<file path="config.mk">
export PLATFORM = sky130hd
export DESIGN_NAME = usrt_ctrl
export DESIGN_NICKNAME = d
export VERILOG_FILES = /design/src/rtl/usrt_ctrl.sv
export SDC_FILE = /design/constraint.sdc
export NUM_CORES = 1
export LEC_CHECK = 0
export CORE_ASPECT_RATIO = 0.9
export CORE_MARGIN = 3
export CORE_UTILIZATION = 35
export CTS_BUF_LIST = sky130_fd_sc_hd__clkbuf_2
export DETAILED_ROUTE_END_ITERATION = 7
export PLACE_DENSITY = 0.59
export SYNTH_ARGS = -nofsm -noshare
export SYNTH_HDL_FRONTEND = slang
export SYNTH_SLANG_ARGS = --single-unit
</file>
<file path="constraint.sdc">
create_clock -name pClk -period 2.65 [get_ports pClk]
set_input_delay 0.6625 -clock pClk [delete_from_list [all_inputs] [get_ports pClk]]
set_output_delay 0.6625 -clock pClk [all_outputs]
set_load 0.02 [all_outputs]
</file>
<file path="src/rtl/usrt_ctrl.sv">
// USRT controller: APB slave with wait states, 11-bit serial TX/RX frames (start=1, 8 data LSB-first, even parity, stop=0).
// Latency: uTxd starts one cycle after a DATA write is accepted; rx_valid/rx_err update on the STOP sample cycle.
// Backpressure: a DATA write while a frame is in flight holds pReady low until the last STOP cycle.
module usrt_ctrl #(
    parameter int DIV = 80
) (
    input  logic       pClk,
    input  logic       uRst,
    input  logic       pSelect,
    input  logic       pEnable,
    input  logic       pWrite,
    input  logic [1:0] pAddress,
    input  logic [7:0] pWData,
    output logic [7:0] pRData,
    output logic       pReady,
    output logic       uTxd,
    input  logic       uRxd,
    output logic       tx_busy,
    output logic       rx_valid
);

    localparam int CW = $clog2(DIV);
    localparam logic [CW-1:0] BIT_LAST = CW'(DIV - 1);
    localparam logic [CW-1:0] BIT_MID  = CW'(DIV / 2 - 1);

    typedef enum logic [2:0] {IDLE, START, DATA, PARITY, STOP} frame_state_t;

    frame_state_t tx_state, tx_state_nxt;
    logic [CW-1:0] tx_cnt, tx_cnt_nxt;
    logic [2:0]    tx_bit, tx_bit_nxt;
    logic [7:0]    tx_data, tx_data_nxt;
    logic          txd_nxt;

    frame_state_t rx_state, rx_state_nxt;
    logic [CW-1:0] rx_cnt, rx_cnt_nxt;
    logic [2:0]    rx_bit, rx_bit_nxt;
    logic [7:0]    rx_shift, rx_shift_nxt;
    logic          rx_par, rx_par_nxt;
    logic [7:0]    rx_data, rx_data_nxt;
    logic          rx_valid_nxt;
    logic          rx_err, rx_err_nxt;

    logic access, wr_data_req, rd_data_done, rd_stat_done;
    logic tx_tick, tx_free, tx_accept;
    logic stop_sample, frame_good;

    assign access       = pSelect & pEnable;
    assign wr_data_req  = access & pWrite & (pAddress == 2'd0);
    assign rd_data_done = access & ~pWrite & (pAddress == 2'd0);
    assign rd_stat_done = access & ~pWrite & (pAddress == 2'd1);

    // TX counts as free on its last STOP cycle so a held write chains frames with no gap.
    assign tx_tick   = (tx_cnt == BIT_LAST);
    assign tx_free   = (tx_state == IDLE) || ((tx_state == STOP) && tx_tick);
    assign tx_accept = wr_data_req & tx_free;
    assign pReady    = ~(wr_data_req & ~tx_free);
    assign tx_busy   = (tx_state != IDLE);

    always_comb begin
        pRData = 8'h00;
        if (pSelect) begin
            case (pAddress)
                2'd0:    pRData = rx_data;
                2'd1:    pRData = {5'b0, rx_err, rx_valid, tx_busy};
                default: pRData = 8'h00;
            endcase
        end
    end

    always_comb begin
        tx_state_nxt = tx_state;
        tx_cnt_nxt   = tx_tick ? '0 : tx_cnt + 1'b1;
        tx_bit_nxt   = tx_bit;
        tx_data_nxt  = tx_data;
        txd_nxt      = uTxd;
        case (tx_state)
            IDLE: begin
                tx_cnt_nxt = '0;
                if (tx_accept) begin
                    tx_state_nxt = START;
                    tx_data_nxt  = pWData;
                    txd_nxt      = 1'b1;
                end
            end
            START: begin
                if (tx_tick) begin
                    tx_state_nxt = DATA;
                    tx_bit_nxt   = 3'd0;
                    txd_nxt      = tx_data[0];
                end
            end
            DATA: begin
                if (tx_tick) begin
                    if (tx_bit == 3'd7) begin
                        tx_state_nxt = PARITY;
                        txd_nxt      = ^tx_data;
                    end else begin
                        tx_bit_nxt = tx_bit + 3'd1;
                        txd_nxt    = tx_data[tx_bit + 3'd1];
                    end
                end
            end
            PARITY: begin
                if (tx_tick) begin
                    tx_state_nxt = STOP;
                    txd_nxt      = 1'b0;
                end
            end
            STOP: begin
                if (tx_tick) begin
                    if (tx_accept) begin
                        tx_state_nxt = START;
                        tx_data_nxt  = pWData;
                        txd_nxt      = 1'b1;
                    end else begin
                        tx_state_nxt = IDLE;
                        txd_nxt      = 1'b0;
                    end
                end
            end
            default: begin
                tx_state_nxt = IDLE;
                txd_nxt      = 1'b0;
            end
        endcase
    end

    always_ff @(posedge pClk) begin
        if (uRst) begin
            tx_state <= IDLE;
            tx_cnt   <= '0;
            tx_bit   <= 3'd0;
            tx_data  <= 8'h00;
            uTxd     <= 1'b0;
        end else begin
            tx_state <= tx_state_nxt;
            tx_cnt   <= tx_cnt_nxt;
            tx_bit   <= tx_bit_nxt;
            tx_data  <= tx_data_nxt;
            uTxd     <= txd_nxt;
        end
    end

    assign frame_good = (rx_par == ^rx_shift) & ~uRxd;

    always_comb begin
        rx_state_nxt = rx_state;
        rx_cnt_nxt   = rx_cnt + 1'b1;
        rx_bit_nxt   = rx_bit;
        rx_shift_nxt = rx_shift;
        rx_par_nxt   = rx_par;
        stop_sample  = 1'b0;
        case (rx_state)
            IDLE: begin
                rx_cnt_nxt = '0;
                if (uRxd) rx_state_nxt = START;
            end
            START: begin
                if (rx_cnt == BIT_MID) begin
                    rx_cnt_nxt   = '0;
                    rx_bit_nxt   = 3'd0;
                    rx_state_nxt = uRxd ? DATA : IDLE;
                end
            end
            DATA: begin
                if (rx_cnt == BIT_LAST) begin
                    rx_cnt_nxt   = '0;
                    rx_shift_nxt = {uRxd, rx_shift[7:1]};
                    if (rx_bit == 3'd7) rx_state_nxt = PARITY;
                    else                rx_bit_nxt   = rx_bit + 3'd1;
                end
            end
            PARITY: begin
                if (rx_cnt == BIT_LAST) begin
                    rx_cnt_nxt   = '0;
                    rx_par_nxt   = uRxd;
                    rx_state_nxt = STOP;
                end
            end
            STOP: begin
                if (rx_cnt == BIT_LAST) begin
                    rx_cnt_nxt   = '0;
                    stop_sample  = 1'b1;
                    rx_state_nxt = IDLE;
                end
            end
            default: begin
                rx_cnt_nxt   = '0;
                rx_state_nxt = IDLE;
            end
        endcase
    end

    // A DATA read completing on the STOP sample frees the holding register for the new byte.
    always_comb begin
        rx_data_nxt  = rx_data;
        rx_valid_nxt = rx_valid;
        rx_err_nxt   = rx_err;
        if (rd_data_done) rx_valid_nxt = 1'b0;
        if (rd_stat_done) rx_err_nxt   = 1'b0;
        if (stop_sample) begin
            if (!frame_good) begin
                rx_err_nxt = 1'b1;
            end else if (!rx_valid || rd_data_done) begin
                rx_data_nxt  = rx_shift;
                rx_valid_nxt = 1'b1;
            end else begin
                rx_err_nxt = 1'b1;
            end
        end
    end

    always_ff @(posedge pClk) begin
        if (uRst) begin
            rx_state <= IDLE;
            rx_cnt   <= '0;
            rx_bit   <= 3'd0;
            rx_shift <= 8'h00;
            rx_par   <= 1'b0;
            rx_data  <= 8'h00;
            rx_valid <= 1'b0;
            rx_err   <= 1'b0;
        end else begin
            rx_state <= rx_state_nxt;
            rx_cnt   <= rx_cnt_nxt;
            rx_bit   <= rx_bit_nxt;
            rx_shift <= rx_shift_nxt;
            rx_par   <= rx_par_nxt;
            rx_data  <= rx_data_nxt;
            rx_valid <= rx_valid_nxt;
            rx_err   <= rx_err_nxt;
        end
    end

endmodule

</file>
Word level (Yosys, flattened, before mapping):

Index checks and enable logic that the tools add are counted.

* $add $sub $neg: 4
* magnitude comparators: 1
* equality and inequality tests: 29
* mux-type cells: 52
* bitwise operators: 13
* reductions and logical operators: 24

Operators by type and width (number)
* two-way mux 3 bit: 18
* case mux 8 bit (2 select lines): 2
* case mux 3 bit (5 select lines): 2
* != test 2 bit, second input constant: 14
* two-way mux 8 bit: 3
* two-way mux 1 bit: 19
* parity 8 bit: 2
* adder 7 x 1 -> 7 bit, second input constant: 2
* == test 7 bit, second input constant: 2
* two-way mux 7 bit: 2
* case mux 7 bit (2 select lines): 1
* == test 3 x 2 -> 1 bit, second input constant: 4
* == test 3 bit, second input constant: 4
* case mux 3 bit (2 select lines): 2
* AND reduction 6 bit: 2
* bitwise AND 1 bit: 9
* AND reduction 4 bit: 2
* == test 7 x 6 -> 1 bit, second input constant: 1
* adder 3 x 1 -> 3 bit, second input constant: 2
* == test 3 x 1 -> 1 bit, second input constant: 2
* zero test 3 bit: 2
* AND reduction 2 bit: 3
* nonzero test 2 bit: 3
* OR reduction 3 bit: 2
* 14 further kinds: 18

* register bits: 54
* input port bits: 16
* output and inout bits: 12
* word-level logic and storage cells: 136

Logic depth before layout (Yosys ltp):

Gate-level depths: netlist of run 1.

* word-level depth: 7
* mapped depth: 8
* depth with buffers taken out: 7

Worst setup path before layout of run 1:

Ideal clock, no wire load.

* kind: input-to-output
* start: input port pAddress[0]
* end: output port pReady
* data arrival time: 1.614 ns
* required time: 1.987 ns
* slack: 0.374 ns
* stages on the path: 4
* buffers on the path: 1
* cell sequence: buf_2 > nor3b_1 > and3_1 > nand2_1

* longest elaborated chain between the ends: 4

Ends and longest elaborated chain
* start: declaration: line 12 `input logic [1:0] pAddress,`
* zero test 2 bit: line 48 `assign wr_data_req = access & pWrite & (pAddress == 2'd0);`
* bitwise AND 1 bit: line 48
* bitwise AND 1 bit: line 56 `assign pReady = ~(wr_data_req & ~tx_free);`
* inverter 1 bit: line 56
* end: declaration: line 15 `output logic pReady,`

No other way between the ends.

Worst setup path after layout of run 1:

* start: input port pAddress[1]
* end: output port pRData[6]

* longest elaborated chain between the ends: 3
* elaborated cells between the ends (all ways): 4
* classes of those cells: eq/ne: 1; mux: 2; reduce/logical: 1

Ends and longest elaborated chain
* == test 2 x 1 -> 1 bit or zero test 2 bit (tied branches): line 62 `case (pAddress)`
* case mux 8 bit (2 select lines) *: line 62
* two-way mux 8 bit *: line 61 `if (pSelect) begin`
* end: declaration: line 14 `output logic [7:0] pRData,`

Mark *: on every way between the ends. The rest lies on a longest branch, timed or not.

==> results of run 1 <==
-- synthesized netlist by cell type (all sizes together), types with 6 or more instances --
cell	instances	share of area (%)
a21oi	8	1.5
and3	7	1.6
clkbuf	12	1.7
dfxtp	54	41
ha	6	2.8
mux2i	32	12
nand2	16	2.3
nand3	12	2.4
nor2	61	8.6
nor3	12	2.3
xnor2	16	5.3
xor2	9	3.0
-- timing repair --
item / in CTS / in global routing
gates cloned: 0 / 0
setup endpoints to repair: 10 / 6
pin swaps: 0 / 0
gates resized for setup: 15 / 13
-- through the flow --
step / util [%] / std cells / worst slack, ns
2_1_floorplan: - / 303 / 0.374
3_3_place_gp: 43.2 / 424 / -0.254
3_5_place_dp: 43.2 / 424 / -0.304
4_1_cts: 43.9 / 432 / -0.0129
5_1_grt: 43.8 / 432 / 0.000109
6_report: 43.8 / 432 / 0.0673
-- where the power goes --
group,internal (mW),switching [mW],leakage [nW],total [mW]
clock,0.0754,0.285,0.0339,0.361
combinational,0.0596,0.0500,0.916,0.110
sequential,0.822,0.0107,0.437,0.833
total,0.957,0.346,1.39,1.30
-- worst max-delay path: stages --
cell and delay, ns:
sky130_fd_sc_hd__clkdlybuf4s50_1 0.45, sky130_fd_sc_hd__nor3b_2 0.19, sky130_fd_sc_hd__buf_4 0.17, sky130_fd_sc_hd__and2_1 0.12, sky130_fd_sc_hd__dlygate4sd2_1 0.32
-- layer usage --
metal  vias up  global-route usage, %  wire (um)
met5         -                      0          0
met4         0                   3.14         51
met3         4                   2.99        152
met2        22                   21.0       2250
met1       976                   17.9       2880
li1       1113                      -          -
-- logic make-up after synthesis --
| group | share of synthesized area (%) |
|---|---|
| buffers and inverters | 3.05 |
| flip-flops | 40.6 |
| multiplexers | 12.4 |
| XOR/XNOR | 9.07 |
| AO/OA/AOI/OAI | 8.08 |
| AND/OR/NAND/NOR | 24.0 |
| adder cells (fa/ha/maj) | 2.82 |
-- layout make-up --
cell class,instances,area [um^2],area share [%]
clock buffer,5,25.0,0.791
clock inverter,3,26.3,0.831
inverter,4,15.0,0.475
multi-input combinational,230,1510,47.8
sequential,54,1090,34.4
tap,93,116,3.68
timing repair buffer,43,379,12.0
-- final timing paths --
check                                  from         to  slack, ns  cells after the start
worst min register to register    tx_cnt[0]  tx_cnt[0]       0.43                      1
worst max-delay path            pAddress[1]  pRData[6]       0.07                      5
worst max register to register    rx_cnt[0]  rx_bit[1]       0.55                      7
worst min-delay path              tx_cnt[0]  tx_cnt[0]       0.43                      1
-- registers in the layout, summed over array words and instances (netlist names) --
register,count
tx_bit,3
uTxd,1
tx_data,8
rx_bit,3
tx_state,3
rx_err,1
rx_valid,1
rx_shift,8
rx_cnt,7
rx_par,1
rx_data,8
rx_state,3
tx_cnt,7
==> results.rst, run 1 <==
.. list-table::
   :header-rows: 1

   * - Metric
     - Value
   * - Outcome
     - complete, no violations
   * - Grt total ovfl
     - 0
   * - Drt total wl
     - 5340 um
   * - Drt via density
     - between 4 and 5
   * - Count of state elements after synthesis
     - 54
   * - Final weighted congestion of routability-driven global placement
     - 0.797
   * - Signed area change from the synthesized netlist to the final layout
     - 18.7%
   * - Fin. max-slew vios
     - 0
   * - GRT Resource Usage Total
     - 13.0%
   * - Final Hold Vio Count
     - 0
   * - LEAKAGE
     - 1.39 nW
   * - DP Wirelength
     - 3940 um
   * - Horizontal die dimension
     - 98.0 um
   * - Clock tree from TritonCTS
     - yes
   * - Count of hold-fix buffers inserted at cts
     - 0
   * - Maximum clock frequency
     - a little under 0.4 GHz
   * - Final hold slack
     - between 0.4 and 0.5 ns
   * - Commonest cells after routing, fill and taps aside
     - sky130_fd_sc_hd__nor2_1 (61), sky130_fd_sc_hd__dfxtp_1 (51), sky130_fd_sc_hd__mux2i_1 (32), sky130_fd_sc_hd__clkdlybuf4s50_1 (18)
   * - Routed length per instance
     - about 12 um
   * - Worst setup path category
     - input port to output pin
   * - Portion of the post-synthesis area used by sequential elements
     - 40.6%
   * - Max-cap violation count
     - 0
   * - Cell Area, Placed
     - 0.00312 mm^2
   * - Final worst path period share
     - 97.5%
   * - Post-synthesis instance area
     - about 0.0027 mm^2
   * - Die Footprint
     - 0.00870 mm^2
   * - Largest net degree at the start of global routing
     - 44
   * - Net count of the mapped netlist
     - 325
   * - DRC marker count from the first detailed-route iteration
     - between 40 and 50
   * - Total CTS buffers
     - 5
   * - Starting utilization of the core area
     - 36.9%
   * - Post-route setup TNS
     - 0 ns
   * - Count of inserted antenna diode cells
     - 0
   * - Final design area excluding fillers
     - roughly 0.0032 mm^2
   * - Share of synthesized flip-flops with an asynchronous set or reset
     - 0%
   * - DRC violation count after routing
     - 0
   * - Buffers on Ports
     - 27
   * - Type of destination of the critical path
     - output pin
   * - Layout cell share with drive strength beyond 1
     - between 10 and 15%
   * - Post-Syn Area per Cell
     - 8.79 um^2
   * - Number of placement rows
     - 29
   * - Maximum fanout count along the critical path
     - 7
   * - Power, Total
     - approximately 1.3 mW
   * - Number of warnings printed during yosys synthesis
     - 0
   * - Number of routed nets with antenna violations
     - 0
   * - Max IR drop VDD
     - 0.170 mV
   * - Vias in the first global route
     - a little over 2000
   * - Core Area
     - about 0.0072 mm^2
   * - Crit path time final
     - approximately 2.6 ns
   * - Layout Skew
     - roughly 0.05 ns
   * - Wire length of the first global-routing pass
     - ~9400 um
   * - Most frequent standard cell in the layout excluding fill and tap cells
     - sky130_fd_sc_hd__nor2_1
   * - Setup crit start kind
     - input port
   * - H-tree levels
     - 2
   * - Setup repair after global routing missed its margin
     - false
   * - Chip Height
     - 88.8 um
   * - Number of different library cells in the post-synthesis netlist
     - 43
   * - Num ports
     - 28
   * - Worst rel slew slack
     - 64.9%
   * - Final nets
     - 360
   * - Data arrival time of the critical path
     - 1.92 ns
   * - Number of vias in the routed layout
     - 2115
   * - Number of buffers inserted by post-CTS setup repair
     - 0
   * - Required time at the endpoint of the critical path
     - 1.99 ns
   * - Final Setup Violations
     - 0
   * - CTS Buffer Depth
     - 2
   * - Count of TritonRoute iterations in the first routing pass
     - 4
   * - Clock sink count
     - 54
   * - Actual slew at the worst max-slew pin
     - 0.527 ns
   * - Mapped Cells
     - between 300 and 400
   * - Power Dens Cells
     - 412 mW/mm^2
   * - Prevailing post-synth register cell
     - sky130_fd_sc_hd__dfxtp_1
   * - Initial antenna violation count
     - 0
   * - Worst-skew pair later-pin latency
     - about 0.47 ns
   * - Post-synth EDFFs
     - 0
   * - Type of the tightest min-delay check
     - flip-flop to flip-flop
   * - Cell at the root of the clock tree
     - sky130_fd_sc_hd__clkbuf_2
   * - Clock slew at reported path FFs
     - 0.25 ns
   * - Filler Cells Inserted
     - 746
Note: power is estimated with default switching activity, not from simulation.
==> run 2, diff against run 1 <==
--- a/config.mk
+++ b/config.mk
@@ -7,10 +7,10 @@
 export LEC_CHECK = 0
 export CORE_ASPECT_RATIO = 0.9
 export CORE_MARGIN = 3
-export CORE_UTILIZATION = 35
+export CORE_UTILIZATION = 45
 export CTS_BUF_LIST = sky130_fd_sc_hd__clkbuf_2
 export DETAILED_ROUTE_END_ITERATION = 7
-export PLACE_DENSITY = 0.59
+export PLACE_DENSITY = 0.71
 export SYNTH_ARGS = -nofsm -noshare
 export SYNTH_HDL_FRONTEND = slang
 export SYNTH_SLANG_ARGS = --single-unit
==> results.rst, run 2 (synthesized netlist as in run 1, its figures left out) <==
.. list-table::
   :header-rows: 1

   * - Metric
     - Value
   * - Final Hold Vio Count
     - 0
   * - DP Wirelength
     - 3750 um
   * - DRC violation count after routing
     - 0
   * - Worst reg-to-reg setup slack
     - 0.51 ns
   * - Final Setup Violations
     - 0
   * - Data arrival time of the critical path
     - between 1.5 and 2 ns
   * - Number of vias in the routed layout
     - ~2100
   * - Minimum setup slack in the final design
     - 0.0553 ns
   * - Worst rel slew slack
     - between 60% and 70%
   * - Core Area
     - between 0.005 and 0.006 mm^2
   * - Largest net degree at the start of global routing
     - 28
   * - Actual slew at the worst max-slew pin
     - between 0.5 and 0.6 ns
   * - Max IR drop VDD
     - 0.247 mV
   * - Number of buffers inserted by post-CTS setup repair
     - 0
   * - DRC marker count from the first detailed-route iteration
     - 75
   * - LEAKAGE
     - 1.39 nW
   * - Most frequent standard cell in the layout excluding fill and tap cells
     - sky130_fd_sc_hd__nor2_1
   * - Type of destination of the critical path
     - output pin
   * - Setup crit start kind
     - input port
   * - Worst setup path category
     - input port to output pin
   * - CTS Buffer Depth
     - 2
   * - Clock slew at reported path FFs
     - 0.25 ns
   * - Final nets
     - 361
   * - Post-route non-filler standard cell count
     - between 400 and 500
   * - Maximum clock frequency
     - 0.385 GHz
   * - Layout cell share with drive strength beyond 1
     - 11.5%
   * - Signed area change from the synthesized netlist to the final layout
     - 18.5%
   * - GRT Resource Usage Total
     - 16.1%
   * - Vias in the first global route
     - about 2000
   * - Clock tree from TritonCTS
     - yes
   * - Chip Height
     - ~79 um
   * - Required time at the endpoint of the critical path
     - 1.99 ns
   * - Filler Cells Inserted
     - 503
   * - Number of placement rows
     - 25
   * - Num ports
     - 28
   * - Max-cap violation count
     - 0
   * - Outcome
     - complete, no violations
   * - Initial antenna violation count
     - 0
   * - Commonest cells after routing, fill and taps aside
     - sky130_fd_sc_hd__nor2_1 (61), sky130_fd_sc_hd__dfxtp_1 (51), sky130_fd_sc_hd__mux2i_1 (32), sky130_fd_sc_hd__clkdlybuf4s50_1 (18), sky130_fd_sc_hd__buf_4 (17)
   * - Wire length of the first global-routing pass
     - roughly 9000 um
   * - Drt via density
     - 5.22
   * - Cell Count Post-Placement
     - 399
   * - Count of hold-fix buffers inserted at cts
     - 0
   * - Fin. max-slew vios
     - 0
   * - Count of inserted antenna diode cells
     - 0
   * - Cell at the root of the clock tree
     - sky130_fd_sc_hd__clkbuf_2
   * - Power Dens Cells
     - 431 mW/mm^2
   * - Pre-CTS setup slack
     - -0.280 ns
   * - Biggest regs
     - rx_data x8, rx_shift x8, tx_data x8
   * - Grt total ovfl
     - 0
   * - Clock sink count
     - between 50 and 60
   * - Total CTS buffers
     - 5
   * - H-tree levels
     - 2
   * - Buffers on Ports
     - 27
   * - Die Footprint
     - 0.00688 mm^2
   * - Crit path time final
     - 2.59 ns
   * - Starting utilization of the core area
     - 48.7%
   * - Final weighted congestion of routability-driven global placement
     - about 0.84
   * - Final worst path period share
     - 97.9%
   * - Layout Skew
     - 0.0254 ns
   * - Setup repair after global routing missed its margin
     - false
   * - Worst-skew pair later-pin latency
     - 0.45 ns
   * - Post-route setup TNS
     - 0 ns
   * - Maximum fanout count along the critical path
     - 2
   * - Horizontal die dimension
     - 87.1 um
   * - Routed length per instance
     - about 13 um
   * - Count of TritonRoute iterations in the first routing pass
     - 5
   * - Post-route core utilization
     - 57.7%
   * - Type of the tightest min-delay check
     - flip-flop to flip-flop
   * - Drt total wl
     - 5140 um
   * - Number of routed nets with antenna violations
     - 0
-- run 2: cell types whose count changed in the layout (fill, tap and decap cells not counted), moves of 2 or more --
| cell | before | now |
|---|---|---|
| sky130_fd_sc_hd__clkdlybuf4s15_1 | 2 | 5 |
| sky130_fd_sc_hd__buf_4 | 15 | 17 |
| sky130_fd_sc_hd__inv_6 | 2 | 0 |
| sky130_fd_sc_hd__clkbuf_2 | 8 | 6 |
-- run 2: final timing paths --
| check | to | startpoint | depth (start not counted) |
|---|---|---|---|
| hold reg to reg | tx_cnt[0] | tx_cnt[0] | 1 |
| setup / recovery | pRData[0] | pAddress[1] | 5 |
| hold / removal | tx_cnt[0] | tx_cnt[0] | 1 |
| setup reg to reg | rx_bit[1] | rx_cnt[0] | 7 |
-- run 2: per-stage QoR --
step,total power [mW],cell area (um^2),hold WS [ns]
after CTS,1.38,3140,0.467
after detailed placement,0.954,3080,0.438
after floorplan,0.906,2660,0.413
final,1.36,3160,0.442
after global placement,0.952,3080,0.425
after global routing,1.42,3160,0.469
-- run 2: what timing repair did --
item	CTS	global route
hold endpoints to repair	0	0
setup endpoints to repair	9	7
gates resized for setup	12	12
pin swaps	0	0
-- run 2: critical path, stage by stage --
cell and delay (ns):
sky130_fd_sc_hd__clkdlybuf4s50_1 0.43, sky130_fd_sc_hd__buf_4 0.15, sky130_fd_sc_hd__nand2b_1 0.15, sky130_fd_sc_hd__a211oi_1 0.21, sky130_fd_sc_hd__clkdlybuf4s15_1 0.33
-- run 2: cell type report --
class | instances | area, um^2 | area share [%]
clock buffer | 6 | 30.0 | 0.951
inverter | 4 | 15.0 | 0.476
sequential | 54 | 1080 | 34.4
tap | 67 | 83.8 | 2.66
timing repair buffer | 44 | 389 | 12.3
multi-input combinational | 230 | 1520 | 48.0
clock inverter | 2 | 37.5 | 1.19
-- run 2: where the power goes --
part	switching (mW)	internal, mW
Sequential	0.0108	0.823
Combinational	0.0480	0.0588
Clock	0.256	0.163
Total	0.315	1.04
-- run 2: per-layer routing --
layer	vias up	track usage, %	wire (um)
met5	-	0	0
met4	0	5.52	59
met3	7	3.22	189
met2	32	23.2	2150
met1	976	23.7	2740
li1	1109	-	-
